<file path="config.mk">
export PLATFORM = sky130hd
export DESIGN_NAME = sram_req_ctrl
export DESIGN_NICKNAME = d
export VERILOG_FILES = /design/src/rtl/sram_req_ctrl_pkg.sv /design/src/rtl/sram_req_ctrl.sv
export SDC_FILE = /design/constraint.sdc
export NUM_CORES = 1
export LEC_CHECK = 0
export CAP_MARGIN = 15
export CORE_MARGIN = 2
export CORE_UTILIZATION = 37
export DETAILED_ROUTE_END_ITERATION = 16
export PLACE_DENSITY = 0.86
export SLEW_MARGIN = 20
export SYNTH_ARGS = -nofsm -noshare
export SYNTH_HDL_FRONTEND = slang
export SYNTH_SLANG_ARGS = --single-unit
</file>
<file path="constraint.sdc">
create_clock -name i_clk -period 2.3 [get_ports i_clk]
set_input_delay 0.69 -clock i_clk [delete_from_list [all_inputs] [get_ports i_clk]]
set_output_delay 0.69 -clock i_clk [all_outputs]
set_load 0.05 [all_outputs]
</file>
<file path="src/rtl/sram_req_ctrl_pkg.sv">
// Shared types for the SRAM request controller: bus widths, FSM states,
// the register bundle with its reset value, and the request legality check.
package sram_req_ctrl_pkg;

  localparam int CFG_SYSBUS_ADDR_BITS  = 32;
  localparam int CFG_SYSBUS_DATA_BITS  = 64;
  localparam int CFG_SYSBUS_DATA_BYTES = 8;

  typedef enum logic [1:0] {
    ST_IDLE = 2'd0,
    ST_MEM  = 2'd1,
    ST_WAIT = 2'd2,
    ST_RESP = 2'd3
  } state_t;

  // Every piece of controller state lives in this one bundle.
  typedef struct packed {
    state_t                             state;
    logic [1:0]                         wait_cnt;
    logic [CFG_SYSBUS_ADDR_BITS-1:0]    addr;
    logic [7:0]                         size;
    logic                               write;
    logic                               last;
    logic [CFG_SYSBUS_DATA_BITS-1:0]    wdata;
    logic [CFG_SYSBUS_DATA_BYTES-1:0]   wstrb;
    logic [CFG_SYSBUS_DATA_BITS-1:0]    resp_rdata;
    logic                               resp_err;
  } regs_t;

  localparam regs_t REGS_RESET = '{
    state:      ST_IDLE,
    wait_cnt:   2'd0,
    addr:       '0,
    size:       8'd0,
    write:      1'b0,
    last:       1'b0,
    wdata:      '0,
    wstrb:      '0,
    resp_rdata: '0,
    resp_err:   1'b0
  };

  // A request is bad when its size is not 1/2/4/8 or its address is not
  // naturally aligned to that size; only the low three address bits matter.
  function automatic logic req_is_bad(input logic [7:0] size, input logic [2:0] addr_lo);
    logic bad;
    case (size)
      8'd1:    bad = 1'b0;
      8'd2:    bad = addr_lo[0];
      8'd4:    bad = |addr_lo[1:0];
      8'd8:    bad = |addr_lo;
      default: bad = 1'b1;
    endcase
    return bad;
  endfunction

endpackage

</file>
<file path="src/rtl/sram_req_ctrl.sv">
// Single-request SRAM controller: accepts one bus request at a time, screens
// it for size/alignment errors, runs one SRAM cycle, waits out the read
// latency and returns a one-cycle response pulse.
module sram_req_ctrl
  import sram_req_ctrl_pkg::*;
#(
  parameter int abits      = 16,
  parameter int rd_latency = 1
) (
  input  logic                              i_clk,
  input  logic                              i_rst,
  input  logic                              i_req_valid,
  input  logic [CFG_SYSBUS_ADDR_BITS-1:0]   i_req_addr,
  input  logic [7:0]                        i_req_size,
  input  logic                              i_req_write,
  input  logic [CFG_SYSBUS_DATA_BITS-1:0]   i_req_wdata,
  input  logic [CFG_SYSBUS_DATA_BYTES-1:0]  i_req_wstrb,
  input  logic                              i_req_last,
  output logic                              o_req_ready,
  output logic                              o_resp_valid,
  output logic [CFG_SYSBUS_DATA_BITS-1:0]   o_resp_rdata,
  output logic                              o_resp_err,
  output logic                              o_mem_cs,
  output logic                              o_mem_we,
  output logic [abits-4:0]                  o_mem_addr,
  output logic [7:0]                        o_mem_wstrb,
  output logic [63:0]                       o_mem_wdata,
  input  logic [63:0]                       i_mem_rdata
);

  // The Wait state counts down from latency-1 so the last Wait cycle lines
  // up with the cycle the SRAM presents its data.
  localparam logic [1:0] WAIT_INIT = 2'(rd_latency - 1);

  regs_t r;
  regs_t v;

  // Next-state and datapath updates for the four-state request sequence.
  always_comb begin
    v = r;
    case (r.state)
      ST_IDLE: begin
        if (i_req_valid) begin
          v.addr              = '0;
          v.addr[abits-1:0]   = i_req_addr[abits-1:0];
          v.size              = i_req_size;
          v.write             = i_req_write;
          v.last              = i_req_last;
          v.wdata             = i_req_wdata;
          v.wstrb             = i_req_wstrb;
          if (req_is_bad(i_req_size, i_req_addr[2:0])) begin
            v.resp_err   = 1'b1;
            v.resp_rdata = '0;
            v.state      = ST_RESP;
          end else begin
            v.resp_err = 1'b0;
            v.state    = ST_MEM;
          end
        end
      end
      ST_MEM: begin
        if (r.write) begin
          v.state = ST_RESP;
        end else begin
          v.state    = ST_WAIT;
          v.wait_cnt = WAIT_INIT;
        end
      end
      ST_WAIT: begin
        if (r.wait_cnt == 2'd0) begin
          v.resp_rdata = i_mem_rdata;
          v.state      = ST_RESP;
        end else begin
          v.wait_cnt = r.wait_cnt - 2'd1;
        end
      end
      ST_RESP: begin
        v.state = ST_IDLE;
      end
      default: begin
        v = REGS_RESET;
      end
    endcase
  end

  // Register bundle update; reset abandons any transaction in flight.
  always_ff @(posedge i_clk) begin
    if (i_rst) begin
      r <= REGS_RESET;
    end else begin
      r <= v;
    end
  end

  assign o_req_ready  = (r.state == ST_IDLE);
  assign o_resp_valid = (r.state == ST_RESP);
  assign o_resp_rdata = r.resp_rdata;
  assign o_resp_err   = r.resp_err;
  assign o_mem_cs     = (r.state == ST_MEM);
  assign o_mem_we     = (r.state == ST_MEM) & r.write;
  assign o_mem_addr   = r.addr[abits-1:3];
  assign o_mem_wstrb  = r.wstrb;
  assign o_mem_wdata  = r.wdata;

  // Address bits outside the window, the sub-word offset, the stored size and
  // the burst-last flag are kept for completeness but drive nothing.
  logic unused_bits;
  assign unused_bits = ^{i_req_addr, r.addr, r.size, r.last};

endmodule

</file>
Word-level counts from Yosys, hierarchy flattened
Index checks and enable logic that the tools add are counted.
{"block": "classes", "add_sub_neg": 1, "eq_ne": 12, "mux": 16, "n_bitwise": 1, "reduce_logical": 10}
{"op": "2-to-1 mux 64 bit", "n": 2}
{"op": "case mux 64 bit (2 select lines)", "n": 1}
{"op": "2-to-1 mux 65 bit", "n": 1}
{"op": "2-to-1 mux 2 bit", "n": 5}
{"op": "== test 8 x 1 -> 1 bit (second input constant)", "n": 1}
{"op": "== test 8 x 2 -> 1 bit (second input constant)", "n": 1}
{"op": "== test 8 x 3 -> 1 bit (second input constant)", "n": 1}
{"op": "== test 8 x 4 -> 1 bit (second input constant)", "n": 1}
{"op": "inequality test 2 bit (second input constant)", "n": 4}
{"op": "case mux 2 bit (4 select lines)", "n": 1}
{"op": "== test 2 bit (second input constant)", "n": 2}
{"op": "zero test 2 bit", "n": 2}
{"op": "2-to-1 mux 1 bit", "n": 4}
{"op": "case mux 1 bit (4 select lines)", "n": 1}
{"op": "case mux 2 bit (2 select lines)", "n": 1}
{"op": "AND reduction 2 bit", "n": 2}
{"op": "AND reduction 4 bit", "n": 1}
{"op": "nonzero test 2 bit", "n": 2}
{"op": "AND reduction 3 bit", "n": 1}
{"op": "OR reduction 3 bit", "n": 1}
{"op": "== test 2 x 1 -> 1 bit (second input constant)", "n": 1}
{"op": "inequality test 2 x 1 -> 1 bit (second input constant)", "n": 1}
{"op": "OR reduction 2 bit", "n": 1}
{"op": "subtractor 2 x 1 -> 2 bit (second input constant)", "n": 1}
{"op": "bitwise AND 1 bit", "n": 1}
{"block": "word_totals", "ff_bits": 158, "in_bits": 181, "elab_cells": 48}

Depth between registers and ports, before layout
Gate-level depths: netlist of run 1.
{"block": "depth", "depth_word": 7, "ltp_mapped": 8, "mapped_depth_nobuf": 7}

Worst setup path after synthesis of run 1
OpenSTA, ideal clock, no wires.
{"block": "synth_timing", "path_kind": "input to register", "startpoint": "input i_req_size[1]", "endpoint": "register r (netlist bit o_resp_rdata[10])", "setup_time_ps": 130, "arrival_ps": 2164, "t_required_ps": 2170, "setup_slack_ps": 6, "path_stages": 6, "path_cell_list": "or2_1 -> or4_1 -> a211o_1 -> o2111ai_2 -> buf_2 -> o32ai_1"}
{"block": "synth_via", "elab_chain_len": 6, "word_cells_on_any_way": 9, "cone_classes": "5 x eq/ne; 3 x mux; 1 x reduce/logical"}
{"item": "start, declared", "line": "sram_req_ctrl.sv:14", "rtl": "input logic [7:0] i_req_size,"}
{"item": "== test 8 x 4 -> 1 bit (tied with other cells)", "line": "sram_req_ctrl_pkg.sv:47", "rtl": "case (size)"}
{"item": "case mux 1 bit (4 select lines) *", "line": "sram_req_ctrl_pkg.sv:47"}
{"item": "2-to-1 mux 1 bit *", "line": "sram_req_ctrl.sv:43", "rtl": "if (i_req_valid) begin"}
{"item": "2-to-1 mux 1 bit *", "line": "sram_req_ctrl.sv:41", "rtl": "case (r.state)"}
{"item": "inequality test 2 x 1 -> 1 bit (no source line) *"}
{"item": "AND reduction 4 bit (no source line) *"}
{"item": "end signal, assigned", "line": "sram_req_ctrl.sv:91", "rtl": "r <= v;"}
{"item": "end, declared", "line": "sram_req_ctrl.sv:35", "rtl": "regs_t r;"}
Every way passes the cells marked *; elsewhere a longest branch is shown, timed or not. The select of a mux whose other input is x is not followed.
A chain may end at the register's enable or synchronous reset.

Worst setup path after layout of run 1
{"block": "layout_timing", "startpoint": "register r (netlist bit o_resp_rdata[60])", "endpoint": "output o_resp_rdata[60]"}
{"item": "end, declared", "line": "sram_req_ctrl.sv:21", "rtl": "output logic [CFG_SYSBUS_DATA_BITS-1:0] o_resp_rdata,"}
No word-level cell between the ends.

==> summary.md, run 1 <==
| Metric | Value |
|---|---|
| Total clock buffers created by CTS | `17` |
| CTS root buffer | `clkbuf_16` |
| Met2 Use GR | `0.307` |
| Core area | `0.0187 mm²` |
| Power share of the combinational group | `0.462` |
| Worst setup path category | `reg2out` |
| Post-place setup slack | `-0.592 ns` |
| Hold crit path type | `reg2reg` |
| Antenna violation net count after detailed routing | `0` |
| Flop-to-flop setup slack | `0.23 ns` |
| Via/cell ratio | `4.74` |
| Syn Std Cell Area | `0.00705 mm²` |
| Status | `finished clean` |
| Sw frac | `0.423` |
| CTS sink count | `155` |
| Dpl hpwl | `13.4 mm` |
| Largest vdd supply drop | `0.538 mV` |
| Worst R2R Start | `r[181]` |
| WP data required | `1.61 ns` |
| Die H | `around 140 µm` |
| Top Usage Layer GRT | `met2` |
| DRC | `0` |
| Area Growth Syn to Fin | `46.5%` |
| Fin worst setup slack | `0.0270 ns` |
| GR Layer Usage met1 | `0.206` |
| Tmin final | `2.27 ns` |
| Crit path buf inv count | `1` |
| Pwr dens | `between 1000 and 1500 mW/mm²` |
| R2r endpoint | `o_resp_rdata[30]` |
| Post-synthesis async set-or-reset flop share | `0` |
| CP max-delay cell | `clkdlybuf4s50_1` |
| FP Rows | `50` |
| Clock latency on the worst-skew pair | `0.41 ns` |
| All-Layer GR Usage | `0.178` |
| Clk_skew | `0.00769 ns` |
| Final Total Pwr | `11.6 mW` |
| CP Capture Type | `primary output` |
| Total Wirelength | `19.7 mm` |
| Worst path max stage delay | `0.83 ns` |
| Worst hold path endpoint | `o_mem_wdata[49]` |
| Placed Cells | `1221` |
| Grt ovf | `0` |
| Sequential fraction of the synthesis area | `0.440` |
| Most frequent cells in the layout | `clkdlybuf4s50_1 (233), nand2_1 (174), dfxtp_1 (154)` |
| Synth Warn # | `0` |
| Synth Instances | `between 800 and 900` |
| Final Hold Fails | `0` |
| Vias in the first global route | `5765` |
| Register-to-Register Path Depth | `7` |
| Final Max Slew Viols | `0` |
| CTS tree | `built` |
| CTS clk-pin slew, worst paths | `about 0.07 ns` |
| Final setup fails | `0` |
| Setup repair bufs after CTS | `0` |
| Share of post-route cells with drive strength above 1 | `0.0741` |
| CTS max path bufs | `2` |
| Crit path launch type | `flop` |
| Primary FF master, synth | `dfxtp_1` |
| Layout Utilization | `0.552` |
| Post-route insts no fill | `between 1000 and 1500` |
| Psw | `4.91 mW` |
| Reg area | `between 0.003 and 0.004 mm²` |
| Die Wd | `142 µm` |
| Post-Syn Nets | `~1000` |
| Port Buf Inserts | `317` |
| H-tree depth | `4` |
| Post-DP Area | `0.00942 mm²` |
| Cells along the critical path | `clkdlybuf4s50_1` |
| Unique masters post-synth | `28` |
| Initial antenna violation count | `0` |
| Maxcap violations | `0` |
| 1st-pass router iterations | `4` |
| Largest net degree at the start of global routing | `84` |
| Post-layout nets | `between 1000 and 1500` |
| Post-CTS Hold Buffers | `0` |
| I/O pins | `between 300 and 400` |
| Critical path's top delay family | `buffers and inverters` |
| Initial drt markers | `215` |
| Post-route cell area | `0.0103 mm²` |
| Least-Margin Pin Slew | `0.564 ns` |
| Hold path cells | `2` |
| Hold_ws | `0.450 ns` |
| Via count | `approximately 6000` |
| Commonest non-fill, non-tap cell in the layout | `clkdlybuf4s50_1` |
| Multi-input gate area | `0.00237 mm²` |
| Hold Crit Start | `o_mem_wdata[49]` |
| Seq cells post-synth | `155` |
| Sequential share of power | `0.299` |
| Crit Path Max Fanout | `2` |
| Fillers | `1628` |
| Met3 usage | `0.0552` |
| Internal power | `6.70 mW` |
| Period utilization | `0.988` |
| Max frequency | `440 MHz` |
| Number of synthesized flops with an enable pin | `0` |
| Slew headroom | `0.624` |
| Ant diodes | `0` |
| Syn_area_per_cell | `8.26 µm²` |
| Clk pwr share | `0.239` |
| RD Place Congestion | `roughly 0.8` |
| Critical Path AT | `1.58 ns` |
| WL/cell | `roughly 16 µm` |
| Leakage power total | `~5 nW` |
| First-pass GRT wire length | `28.7 mm` |
| Sum of negative setup slack | `0 ns` |
| Die ar. | `0.0202 mm²` |
| Initial Util | `0.377` |
sequential cells by signal (all words and copies together) (netlist names):
| signal | count |
|---|---|
| o_mem_addr | 13 |
| o_mem_wstrb | 8 |
| o_resp_rdata | 64 |
| o_resp_err | 1 |
| r | 5 |
| o_mem_wdata | 64 |
cells by family after synthesis:
logic type / count (synthesis) / synth area share
flip-flops: 155 / 0.440
buffers and inverters: 275 / 0.234
adder cells (fa/ha/maj): 5 / 0.00887
AO/OA/AOI/OAI: 164 / 0.155
AND/OR/NAND/NOR: 255 / 0.162
synthesized netlist by cell type (2+ instances only):
master,number,area [µm²]
nand2_1,175,657
clkbuf_1,35,131
o32ai_1,64,561
buf_6,7,78.8
nand2b_1,64,400
buf_2,6,30.0
nor3_1,3,15.0
o31ai_1,2,15.0
nor2_1,5,18.8
buf_4,149,1120
dfxtp_1,155,3100
and2_1,2,12.5
inv_1,70,263
o21ai_0,3,15.0
a211o_1,2,17.5
ha_1,5,62.6
buf_1,8,30.0
a21oi_1,89,445
power by group through the flow:
stage,clock network (mW),logic (mW),registers (mW)
after CTS,2.85,5.09,3.47
after global routing,2.96,5.65,3.52
after floorplan,0,3.99,3.47
final,2.78,5.36,3.47
after global placement,0,5.00,3.50
after detailed placement,0,5.07,3.53
layout make-up:
class	instances	area share
clock buffer	19	0.0439
tap	234	0.0283
clock inverter	13	0.0126
inverter	70	0.0254
sequential	155	0.301
timing repair buffer	344	0.360
multi-input combinational	425	0.230
what timing repair did:
action / CTS / global route
resized for setup: 15 / 78
pin swaps: 0 / 2
setup endpoints to repair: 73 / 122
cloned: 1 / 6
layer usage:
metal  part of all wire  vias up  wire, µm
li1                   -     2963         -
met1               0.42     2759      8280
met2               0.49      219      9580
met3              0.066       33      1300
met4              0.026        0       507
met5                  0        -         0
how the worst max path moves through the flow:
| stage | startpoint | to | slack, ns | cells after the start |
|---|---|---|---|---|
| global route | o_resp_rdata[5] | o_resp_rdata[5] | -0.006 | 1 |
| global placement | i_req_size[1] | o_resp_rdata[9] | -0.58 | 7 |
| CTS | o_resp_rdata[49] | o_resp_rdata[49] | 0.0001 | 1 |
| floorplan | i_req_size[1] | o_resp_rdata[10] | 0.006 | 6 |
| detailed placement | i_req_size[1] | o_resp_rdata[10] | -0.59 | 7 |
| finish | o_resp_rdata[60] | o_resp_rdata[60] | 0.03 | 1 |
(Power assumes the default switching activity.)
==> inputs of run 2 (changes only) <==
--- a/config.mk
+++ b/config.mk
@@ -8,8 +8,10 @@
 export CAP_MARGIN = 15
 export CORE_MARGIN = 2
 export CORE_UTILIZATION = 37
+export CTS_CLUSTER_DIAMETER = 50
 export DETAILED_ROUTE_END_ITERATION = 16
 export PLACE_DENSITY = 0.86
+export RECOVER_POWER = 100
 export SLEW_MARGIN = 20
 export SYNTH_ARGS = -nofsm -noshare
 export SYNTH_HDL_FRONTEND = slang
==> run 2 against run 1 <==
Net effect: via count is 0.23% lower; worst hold slack better by 0.0022 ns; cell count hardly changed; flip-flop and latch count stayed put; clock-buffer cell count stayed put; combinational power is 5.6% lower.
==> summary.md, run 2 (synthesis gave the netlist of run 1 again) <==
| Metric | Value |
|---|---|
| WP data required | `1.61 ns` |
| Area Growth Syn to Fin | `37.8%` |
| Post-DP Area | `0.00942 mm²` |
| Leakage power total | `3.72 nW` |
| Fillers | `1748` |
| Slew headroom | `0.559` |
| DRC | `0` |
| 1st-pass router iterations | `4` |
| CP Capture Type | `primary output` |
| Post-route insts no fill | `1261` |
| RD Place Congestion | `~0.80` |
| H-tree depth | `4` |
| Die Wd | `142 µm` |
| Initial drt markers | `241` |
| Initial antenna violation count | `0` |
| I/O pins | `335` |
| Pwr dens | `1160 mW/mm²` |
| Final Max Slew Viols | `0` |
| Maxcap violations | `0` |
| Total Wirelength | `19.6 mm` |
| Final setup fails | `0` |
| Sequential share of power | `0.307` |
| Period utilization | `0.988` |
| Critical Path AT | `1.58 ns` |
| Grt ovf | `0` |
| First-pass GRT wire length | `28.7 mm` |
| Total clock buffers created by CTS | `17` |
| Crit Path Max Fanout | `2` |
| Post-layout nets | `about 1200` |
| CTS sink count | `155` |
| Share of post-route cells with drive strength above 1 | `0.0702` |
| Crit path buf inv count | `1` |
| Dpl hpwl | `between 10 and 15 mm` |
| Status | `finished clean` |
| Worst path max stage delay | `just over 0.8 ns` |
| FP Rows | `50` |
| Post-route cell area | `0.00971 mm²` |
| Final Hold Fails | `0` |
| Sw frac | `0.434` |
| Power share of the combinational group | `0.447` |
| Worst R2R Start | `r[181]` |
| Critical path's top delay family | `buffers and inverters` |
| CP max-delay cell | `clkdlybuf4s50_1` |
| Hold Crit Start | `o_mem_addr[5]` |
| Least-Margin Pin Slew | `roughly 0.66 ns` |
| Commonest non-fill, non-tap cell in the layout | `clkdlybuf4s50_1` |
| Reg area | `about 0.0031 mm²` |
| Antenna violation net count after detailed routing | `0` |
| Hold crit path type | `reg2reg` |
| Tmin final | `2.27 ns` |
| All-Layer GR Usage | `0.178` |
| Placed Cells | `between 1000 and 1500` |
| WL/cell | `15.6 µm` |
| Flop-to-flop setup slack | `between 0.2 and 0.25 ns` |
| Die H | `142 µm` |
| Via/cell ratio | `4.73` |
| Crit path launch type | `flop` |
| Psw | `4.91 mW` |
| Internal power | `6.40 mW` |
| Clk_skew | `around 0.0068 ns` |
| Largest vdd supply drop | `0.508 mV` |
| Worst setup path category | `reg2out` |
| Source of the critical timing path | `o_resp_rdata[60]` |
| Max frequency | `between 400 and 500 MHz` |
| Cells along the critical path | `clkdlybuf4s50_1` |
| Clock latency on the worst-skew pair | `0.41 ns` |
| Clk pwr share | `0.245` |
| Initial Util | `0.377` |
| Hold_ws | `0.452 ns` |
| Via count | `5960` |
| CTS clk-pin slew, worst paths | `approximately 0.070 ns` |
| Post-CTS Hold Buffers | `0` |
| Largest net degree at the start of global routing | `84` |
| Die ar. | `a little over 0.02 mm²` |
| Core area | `0.0187 mm²` |
| CTS max path bufs | `2` |
| Port Buf Inserts | `317` |
| CTS root buffer | `clkbuf_16` |
| Most frequent cells in the layout | `clkdlybuf4s50_1 (232), nand2_1 (174), dfxtp_1 (154)` |
| Vias in the first global route | `5765` |
| Setup repair bufs after CTS | `0` |
| CTS tree | `built` |
| Multi-input gate area | `0.00237 mm²` |
==> run 2: cell count changes in the layout (fill, tap and decap cells not counted), sizes merged <==
cell           change
clkbuf            +73
buf                -8
clkdlybuf4s50      -1
dlygate4sd3        +1
diode              +1
dlymetal6s2s      -65
==> run 2: power groups by stage <==
| stage | Sequential (mW) | Combinational [mW] | Clock (mW) |
|---|---|---|---|
| 2_1_floorplan | 3.47 | 3.99 | 0 |
| 3_3_place_gp | 3.50 | 5.00 | 0 |
| 3_5_place_dp | 3.53 | 5.07 | 0 |
| 4_1_cts | 3.47 | 5.09 | 2.85 |
| 5_1_grt | 3.53 | 5.34 | 2.96 |
| 6_report | 3.47 | 5.06 | 2.78 |
==> run 2: layout make-up <==
type                    instances  share of cell area
diodes                          1            0.000258
clock buffers                  19              0.0466
clock inverters                13              0.0134
inverters                      70              0.0270
multi-input cells             425               0.244
flip-flops and latches        155               0.320
well taps                     234              0.0301
repair buffers                344               0.319
==> run 2: stage by stage <==
stage	util	worst slack [ns]	power (mW)	setup TNS [ns]
detailed placement	0.504	-0.592	8.60	-35.39
finish	0.519	0.0285	11.3	0
global placement	0.504	-0.576	8.50	-35.32
global route	0.519	-0.00624	11.8	-0.0103
CTS	0.535	0.0000983	11.4	0
floorplan	-	0.00590	7.45	0
==> run 2: routing by layer <==
layer  global-route usage  part of all wire
met1                0.206              0.42
met2                0.307              0.49
met3               0.0552             0.064
met4               0.0732             0.022
met5                    0                 0
==> run 2: final timing paths <==
kind / to / cells after the start
worst max register to register: o_resp_rdata[30] / 7
worst min register to register: o_mem_addr[5] / 2
worst max-delay path: o_resp_rdata[60] / 1
worst min-delay path: o_mem_addr[5] / 2
==> run 2: timing repair <==
action                                  in CTS  in global routing
pin swaps                                    0                  2
gates resized for setup                     15                 78
endpoints found under the setup margin      73                122
gates cloned                                 1                  6
